`config.mk`:
```
export PLATFORM = sky130hd
export DESIGN_NAME = div_share_arbiter_flat
export DESIGN_NICKNAME = d
export VERILOG_FILES = /design/src/rtl/div_share_arbiter_if.sv /design/src/rtl/div_share_arbiter.sv /design/src/flat_wrapper.sv
export SDC_FILE = /design/constraint.sdc
export NUM_CORES = 1
export LEC_CHECK = 0
export BUFFER_PORTS_ARGS = -buffer_cell sky130_fd_sc_hd__buf_2
export CAP_MARGIN = 10
export CORE_MARGIN = 2
export CORE_UTILIZATION = 41
export DETAILED_ROUTE_END_ITERATION = 16
export GPL_ROUTABILITY_DRIVEN = 0
export PLACE_DENSITY = 0.76
export SYNTH_ARGS = -nofsm -noshare
export SYNTH_HDL_FRONTEND = slang
export SYNTH_SLANG_ARGS = --single-unit
export TNS_END_PERCENT = 20
```
`constraint.sdc`:
```
create_clock -name Clock -period 1.81 [get_ports Clock]
set_clock_uncertainty 0.2 [all_clocks]
set_input_delay 0.0905 -clock Clock [delete_from_list [all_inputs] [get_ports Clock]]
set_output_delay 0.0905 -clock Clock [all_outputs]
set_load 0.05 [all_outputs]
```
`src/rtl/div_share_arbiter_if.sv`:
```
// rtl/div_share_arbiter_if.sv - client and divider signal bundle for div_share_arbiter
// DivByZero exists only when DIV_ZERO_BYPASS_EN is defined.
interface div_share_arbiter_if #(
    parameter int OPERAND_W = 8,
    parameter int N_REQ     = 4
);
    logic [N_REQ-1:0]           ReqIn;
    logic [N_REQ*OPERAND_W-1:0] DividendIn;
    logic [N_REQ*OPERAND_W-1:0] DivisorIn;
    logic [N_REQ-1:0]           Grant;
    logic [N_REQ-1:0]           RespDone;
    logic [OPERAND_W-1:0]       Quotient;
    logic [OPERAND_W-1:0]       Remainder;
`ifdef DIV_ZERO_BYPASS_EN
    logic                       DivByZero;
`endif
    logic                       Busy;
    logic                       DivReq;
    logic [OPERAND_W-1:0]       DivDividend;
    logic [OPERAND_W-1:0]       DivDivisor;
    logic                       DivDone;
    logic [OPERAND_W-1:0]       DivQuotient;
    logic [OPERAND_W-1:0]       DivRemainder;

    modport master (
`ifdef DIV_ZERO_BYPASS_EN
        input  DivByZero,
`endif
        output ReqIn,
        output DividendIn,
        output DivisorIn,
        input  Grant,
        input  RespDone,
        input  Quotient,
        input  Remainder,
        input  Busy,
        input  DivReq,
        input  DivDividend,
        input  DivDivisor,
        output DivDone,
        output DivQuotient,
        output DivRemainder
    );

    modport slave (
`ifdef DIV_ZERO_BYPASS_EN
        output DivByZero,
`endif
        input  ReqIn,
        input  DividendIn,
        input  DivisorIn,
        output Grant,
        output RespDone,
        output Quotient,
        output Remainder,
        output Busy,
        output DivReq,
        output DivDividend,
        output DivDivisor,
        input  DivDone,
        input  DivQuotient,
        input  DivRemainder
    );
endinterface

```
`src/rtl/div_share_arbiter.sv`:
```
// rtl/div_share_arbiter.sv - round-robin scheduler sharing one divider between N_REQ requesters
// Optional DIV_ZERO_BYPASS_EN answers zero divisors locally without using the divider.
module div_share_arbiter #(
    parameter int OPERAND_W = 8,
    parameter int N_REQ     = 4
) (
    input  logic               Clock,
    input  logic               nReset,
    div_share_arbiter_if.slave bus
);
    localparam int IDX_W = (N_REQ > 2) ? $clog2(N_REQ) : 1;

    typedef enum logic [1:0] {
        IDLE    = 2'd0,
        ISSUE   = 2'd1,
        WAIT    = 2'd2,
        RESPOND = 2'd3
    } state_t;

    state_t               r_state;
    state_t               w_next_state;

    logic [IDX_W-1:0]     r_ptr;
    logic [IDX_W-1:0]     r_gidx;
    logic [N_REQ-1:0]     r_grant;
    logic [N_REQ-1:0]     r_resp_done;
    logic                 r_div_req;
    logic [OPERAND_W-1:0] r_div_dividend;
    logic [OPERAND_W-1:0] r_div_divisor;
    logic [OPERAND_W-1:0] r_quotient;
    logic [OPERAND_W-1:0] r_remainder;
`ifdef DIV_ZERO_BYPASS_EN
    logic                 r_div_by_zero;
`endif

    logic                 w_found;
    logic [IDX_W-1:0]     w_sel;
    logic [N_REQ-1:0]     w_sel_onehot;
    logic [OPERAND_W-1:0] w_sel_dividend;
    logic [OPERAND_W-1:0] w_sel_divisor;
    logic [IDX_W-1:0]     w_ptr_next;
    logic                 w_load;
    logic                 w_bypass;
    logic                 w_capture;
    logic                 w_release;

    // First requester at or after r_ptr, wrapping modulo N_REQ.
    always_comb begin
        int v_idx;
        v_idx   = 0;
        w_found = 1'b0;
        w_sel   = '0;
        for (int k = 0; k < N_REQ; k++) begin
            v_idx = int'(r_ptr) + k;
            if (v_idx >= N_REQ) begin
                v_idx = v_idx - N_REQ;
            end
            if (!w_found && bus.ReqIn[IDX_W'(v_idx)]) begin
                w_found = 1'b1;
                w_sel   = IDX_W'(v_idx);
            end
        end
    end

    always_comb begin
        w_sel_dividend = '0;
        w_sel_divisor  = '0;
        for (int i = 0; i < N_REQ; i++) begin
            if (w_sel == IDX_W'(i)) begin
                w_sel_dividend = bus.DividendIn[i*OPERAND_W +: OPERAND_W];
                w_sel_divisor  = bus.DivisorIn[i*OPERAND_W +: OPERAND_W];
            end
        end
    end

    assign w_sel_onehot = {{(N_REQ-1){1'b0}}, 1'b1} << w_sel;
    assign w_ptr_next   = (r_gidx == IDX_W'(N_REQ-1)) ? '0 : r_gidx + 1'b1;

    always_ff @(posedge Clock or negedge nReset) begin
        if (!nReset) begin
            r_state <= IDLE;
        end else begin
            r_state <= w_next_state;
        end
    end

    always_comb begin
        w_next_state = r_state;
        w_load       = 1'b0;
        w_bypass     = 1'b0;
        w_capture    = 1'b0;
        w_release    = 1'b0;
        case (r_state)
            IDLE: begin
                if (w_found) begin
`ifdef DIV_ZERO_BYPASS_EN
                    if (w_sel_divisor == '0) begin
                        w_bypass     = 1'b1;
                        w_next_state = RESPOND;
                    end else begin
                        w_load       = 1'b1;
                        w_next_state = ISSUE;
                    end
`else
                    w_load       = 1'b1;
                    w_next_state = ISSUE;
`endif
                end
            end
            ISSUE: begin
                w_next_state = WAIT;
            end
            WAIT: begin
                // DivDone is only meaningful here; stray pulses elsewhere are dropped.
                if (bus.DivDone) begin
                    w_capture    = 1'b1;
                    w_next_state = RESPOND;
                end
            end
            RESPOND: begin
                w_release    = 1'b1;
                w_next_state = IDLE;
            end
            default: begin
                w_next_state = IDLE;
            end
        endcase
    end

    always_ff @(posedge Clock or negedge nReset) begin
        if (!nReset) begin
            r_ptr          <= '0;
            r_gidx         <= '0;
            r_grant        <= '0;
            r_resp_done    <= '0;
            r_div_req      <= 1'b0;
            r_div_dividend <= '0;
            r_div_divisor  <= '0;
            r_quotient     <= '0;
            r_remainder    <= '0;
`ifdef DIV_ZERO_BYPASS_EN
            r_div_by_zero  <= 1'b0;
`endif
        end else begin
            r_div_req   <= w_load;
            r_resp_done <= '0;
`ifdef DIV_ZERO_BYPASS_EN
            r_div_by_zero <= w_bypass;
`endif
            if (w_load || w_bypass) begin
                r_gidx  <= w_sel;
                r_grant <= w_sel_onehot;
            end
            // Operands are frozen here so requesters may change theirs mid-division.
            if (w_load) begin
                r_div_dividend <= w_sel_dividend;
                r_div_divisor  <= w_sel_divisor;
            end
            if (w_capture) begin
                r_quotient  <= bus.DivQuotient;
                r_remainder <= bus.DivRemainder;
                r_resp_done <= r_grant;
            end
            if (w_bypass) begin
                r_quotient  <= '1;
                r_remainder <= w_sel_dividend;
                r_resp_done <= w_sel_onehot;
            end
            if (w_release) begin
                r_grant <= '0;
                r_ptr   <= w_ptr_next;
            end
        end
    end

    assign bus.Grant       = r_grant;
    assign bus.RespDone    = r_resp_done;
    assign bus.Quotient    = r_quotient;
    assign bus.Remainder   = r_remainder;
    assign bus.Busy        = (r_state != IDLE);
    assign bus.DivReq      = r_div_req;
    assign bus.DivDividend = r_div_dividend;
    assign bus.DivDivisor  = r_div_divisor;
`ifdef DIV_ZERO_BYPASS_EN
    assign bus.DivByZero   = r_div_by_zero;
`endif
endmodule

```
`src/flat_wrapper.sv`:
```
// flat-port wrapper written by rule: the top's interface ports become plain ports
module div_share_arbiter_flat 
#(
    parameter int OPERAND_W = 8,
    parameter int N_REQ     = 4
)
  (Clock, nReset, bus_ReqIn, bus_DividendIn, bus_DivisorIn, bus_Grant, bus_RespDone, bus_Quotient, bus_Remainder, bus_Busy, bus_DivReq, bus_DivDividend, bus_DivDivisor, bus_DivDone, bus_DivQuotient, bus_DivRemainder);
  div_share_arbiter_if #(.OPERAND_W(OPERAND_W), .N_REQ(N_REQ)) bus_i ();
  input  logic Clock;
  input  logic nReset;
  input wire logic [$bits(bus_i.ReqIn)-1:0] bus_ReqIn;
  input wire logic [$bits(bus_i.DividendIn)-1:0] bus_DividendIn;
  input wire logic [$bits(bus_i.DivisorIn)-1:0] bus_DivisorIn;
  output wire logic [$bits(bus_i.Grant)-1:0] bus_Grant;
  output wire logic [$bits(bus_i.RespDone)-1:0] bus_RespDone;
  output wire logic [$bits(bus_i.Quotient)-1:0] bus_Quotient;
  output wire logic [$bits(bus_i.Remainder)-1:0] bus_Remainder;
  output wire logic [$bits(bus_i.Busy)-1:0] bus_Busy;
  output wire logic [$bits(bus_i.DivReq)-1:0] bus_DivReq;
  output wire logic [$bits(bus_i.DivDividend)-1:0] bus_DivDividend;
  output wire logic [$bits(bus_i.DivDivisor)-1:0] bus_DivDivisor;
  input wire logic [$bits(bus_i.DivDone)-1:0] bus_DivDone;
  input wire logic [$bits(bus_i.DivQuotient)-1:0] bus_DivQuotient;
  input wire logic [$bits(bus_i.DivRemainder)-1:0] bus_DivRemainder;
  assign bus_i.ReqIn = bus_ReqIn;
  assign bus_i.DividendIn = bus_DividendIn;
  assign bus_i.DivisorIn = bus_DivisorIn;
  assign bus_Grant = bus_i.Grant;
  assign bus_RespDone = bus_i.RespDone;
  assign bus_Quotient = bus_i.Quotient;
  assign bus_Remainder = bus_i.Remainder;
  assign bus_Busy = bus_i.Busy;
  assign bus_DivReq = bus_i.DivReq;
  assign bus_DivDividend = bus_i.DivDividend;
  assign bus_DivDivisor = bus_i.DivDivisor;
  assign bus_i.DivDone = bus_DivDone;
  assign bus_i.DivQuotient = bus_DivQuotient;
  assign bus_i.DivRemainder = bus_DivRemainder;
  div_share_arbiter #(.OPERAND_W(OPERAND_W), .N_REQ(N_REQ)) u_core (.Clock(Clock), .nReset(nReset), .bus(bus_i));
endmodule
```
==> results.md <==
- Outcome: finished, violations left
- Failing checks: setup timing
- Final core occ: 74.0%
- CTS root buffer: clkbuf_8
- Total GRT Usage: 27.0%
- Core area: 5960 um2
- Fin Setup TNS: -360 ps
- CP Class: flop to flop
- Number of global-route vias before repair: 2942
- Worst-Skew Late Latency: 300 ps
- Worst hold slack: 19.0 ps
- Via count: 2849
- EDFF count, synth: 0
- Async set-reset flop share out of synthesis: 100%
- PD cells: 1600 nW/um2
- Final WL: 9290 um
- Pwr Total: 7.05 mW
- HPWL after DPL: 5400 um
- Fin crit share: 103%
- Synth cell types: 36
- Initial Utilization: 42.5%
- Most instantiated cells after synthesis: dfrtp_1, nand2_1, mux2_2
- Antenna cells: 0
- Initial DRC Count: 199
- Setup WS post-layout: -61.5 ps
- H-tree depth: 2
- Maximum vdd drop: 1.30 mV
- Die height: 82.6 um
- Die Footprint: 6820 um2
- Warning count from the yosys run: 0
- Critical Path RT: 1790 ps
- Post-route DRC: 0
- Num ports: 129
- Die Width: 82.6 um
- Slew headroom: 58.3%
- R2R setup slack: -60 ps
- Input/output buffers: 128
- Initial antenna violation count: 0
- Mapped Nets: 320
- Max Transition Viols Final: 0
- Post-synth top area share: 46.4%
- Hold Vio Cnt, Final: 0
- Global route overflow: 0
- Worst-margin pin slew: 625 ps
- RSZ-0062 raised after global routing: true
- Reg clk slew, reported paths: 90 ps
- Post-route cell area: 4410 um2
- CTS tree: yes
- DP Area: 3400 um2
- Post-DRT Antenna Nets: 0
- Layout cells sized above 1: 47.0%
- Area added between synthesis and finish: 74.1%
- F_max: 534 MHz
- WP data arrival: 1860 ps
- Setup-failing EPs final: 15
- First-pass GRT wire length: 13900 um
- CP endpoint kind: flop
- TritonCTS buffer count: 5
- Setup crit start kind: flop
- Wire per inst: 17.6 um
- Max-cap viol count: 0
- Clock sink total: 47
- Primary FF master, synth: dfrtp_1
- Via-per-instance ratio: 5.40
- Largest net degree at the start of global routing: 27
- Post-Syn Instances: 228
- Syn Area/Cell: 11.1 um2
- HP Class: primary input to flop
- Min Tclk post-route: 1870 ps
- 1st-pass router iterations: 5
- Yosys reg bits: 47
- FP Rows: 28
- CP max FO: 16
- Final-stage net count: 544
- Area leader, netlist: dfrtp_1
- Most frequent cell after synthesis: dfrtp_1
- Max clock buf depth: 2
- Top area cells in the synthesized netlist: dfrtp_1, mux2_2, mux2i_1, a21bo_2, o211ai_1
- Fin cells: 528
- Dpl cells: 438
- Sequential-to-total area share from yosys stat: 46.4%
- Total leakage power: 2.16 nW
- Mapped Area: 2530 um2
- Place WS: -123 ps
==> layout by cell type, fill, tap and decap left out, types with 4 or more instances in the layout <==
| cell type | n |
|---|---|
| a21bo_2 | 14 |
| mux2i_1 | 15 |
| buf_2 | 128 |
| o31ai_1 | 14 |
| dfrtp_1 | 46 |
| and3_1 | 5 |
| nand2_1 | 20 |
| clkbuf_8 | 6 |
| ha_1 | 4 |
| nor2_1 | 8 |
| mux2_2 | 18 |
| nand4_1 | 16 |
| buf_4 | 14 |
| o211ai_1 | 16 |
| buf_6 | 9 |
| dlygate4sd3_1 | 79 |
==> final timing paths <==
check / start / end / cells past startpoint
setup / recovery: u_core.r_ptr[1] / u_core.bus.DivDividend[2] / 6
hold / removal: bus_DivisorIn[18] / u_core.bus.DivDivisor[2] / 4
setup reg to reg: u_core.r_ptr[1] / u_core.bus.DivDividend[2] / 6
hold reg to reg: u_core.bus.DivDivisor[5] / u_core.bus.DivDivisor[5] / 2
max in group asynchronous: nReset / u_core.r_ptr[1] / 3
min in group asynchronous: nReset / u_core.bus.Remainder[7] / 2
==> logic make-up after synthesis <==
kind of cell | synth area share (%)
adders and majority gates | 2.47
DFF | 46.4
and+or+nand+nor | 11.9
buffers and inverters | 4.45
AOI/OAI and AO/OA | 20.5
muxes | 14.3
==> timing repair <==
| item | in CTS | in global routing |
|---|---|---|
| gates resized for setup | 14 | 9 |
| hold endpoints to repair | 61 | 0 |
| pin swaps | 3 | 5 |
| hold buffers | 79 | 0 |
| buffers inserted | 3 | 0 |
| gates cloned | 1 | 0 |
| endpoints found under the setup margin | 20 | 22 |
==> state kept, by name, indices dropped and copies added (netlist names) <==
name / flops
u_core.bus.DivDividend: 8
u_core.bus.DivReq: 1
u_core.r_gidx: 2
u_core.r_ptr: 2
u_core.bus.RespDone: 4
u_core.bus.Remainder: 8
u_core.bus.Quotient: 8
u_core.r_state: 2
u_core.bus.DivDivisor: 8
u_core.bus.Grant: 4
==> final cells by class <==
class	count	area (um2)
clock buffer	6	82.6
tap	75	93.8
fill	400	1550
timing repair buffer	232	1680
sequential	47	1180
multi-input combinational	161	1340
clock inverter	2	16.3
inverter	5	22.5
==> layer usage <==
metal  global-route usage (%)  vias up  routed length, um
met5                        0        -                  0
met4                     10.2        0                271
met3                     6.30       38                853
met2                     49.1      166               4760
met1                     30.4     1342               3410
li1                         -     1303                  -
==> critical path, cell delays in order (launching register included) <==
cell	delay (ps)
dfrtp_2	450
nor2b_4	140
o21a_1	210
buf_6	180
o31ai_2	310
a21bo_4	180
o211ai_1	80
==> where the power goes <==
group | switching [mW] | internal, mW | leakage [nW]
Clock | 0.373 | 0.312 | 0.0474
Combinational | 2.91 | 1.63 | 1.54
Sequential | 0.287 | 1.54 | 0.581
Total | 3.57 | 3.48 | 2.16
(Power assumes the default switching activity.)
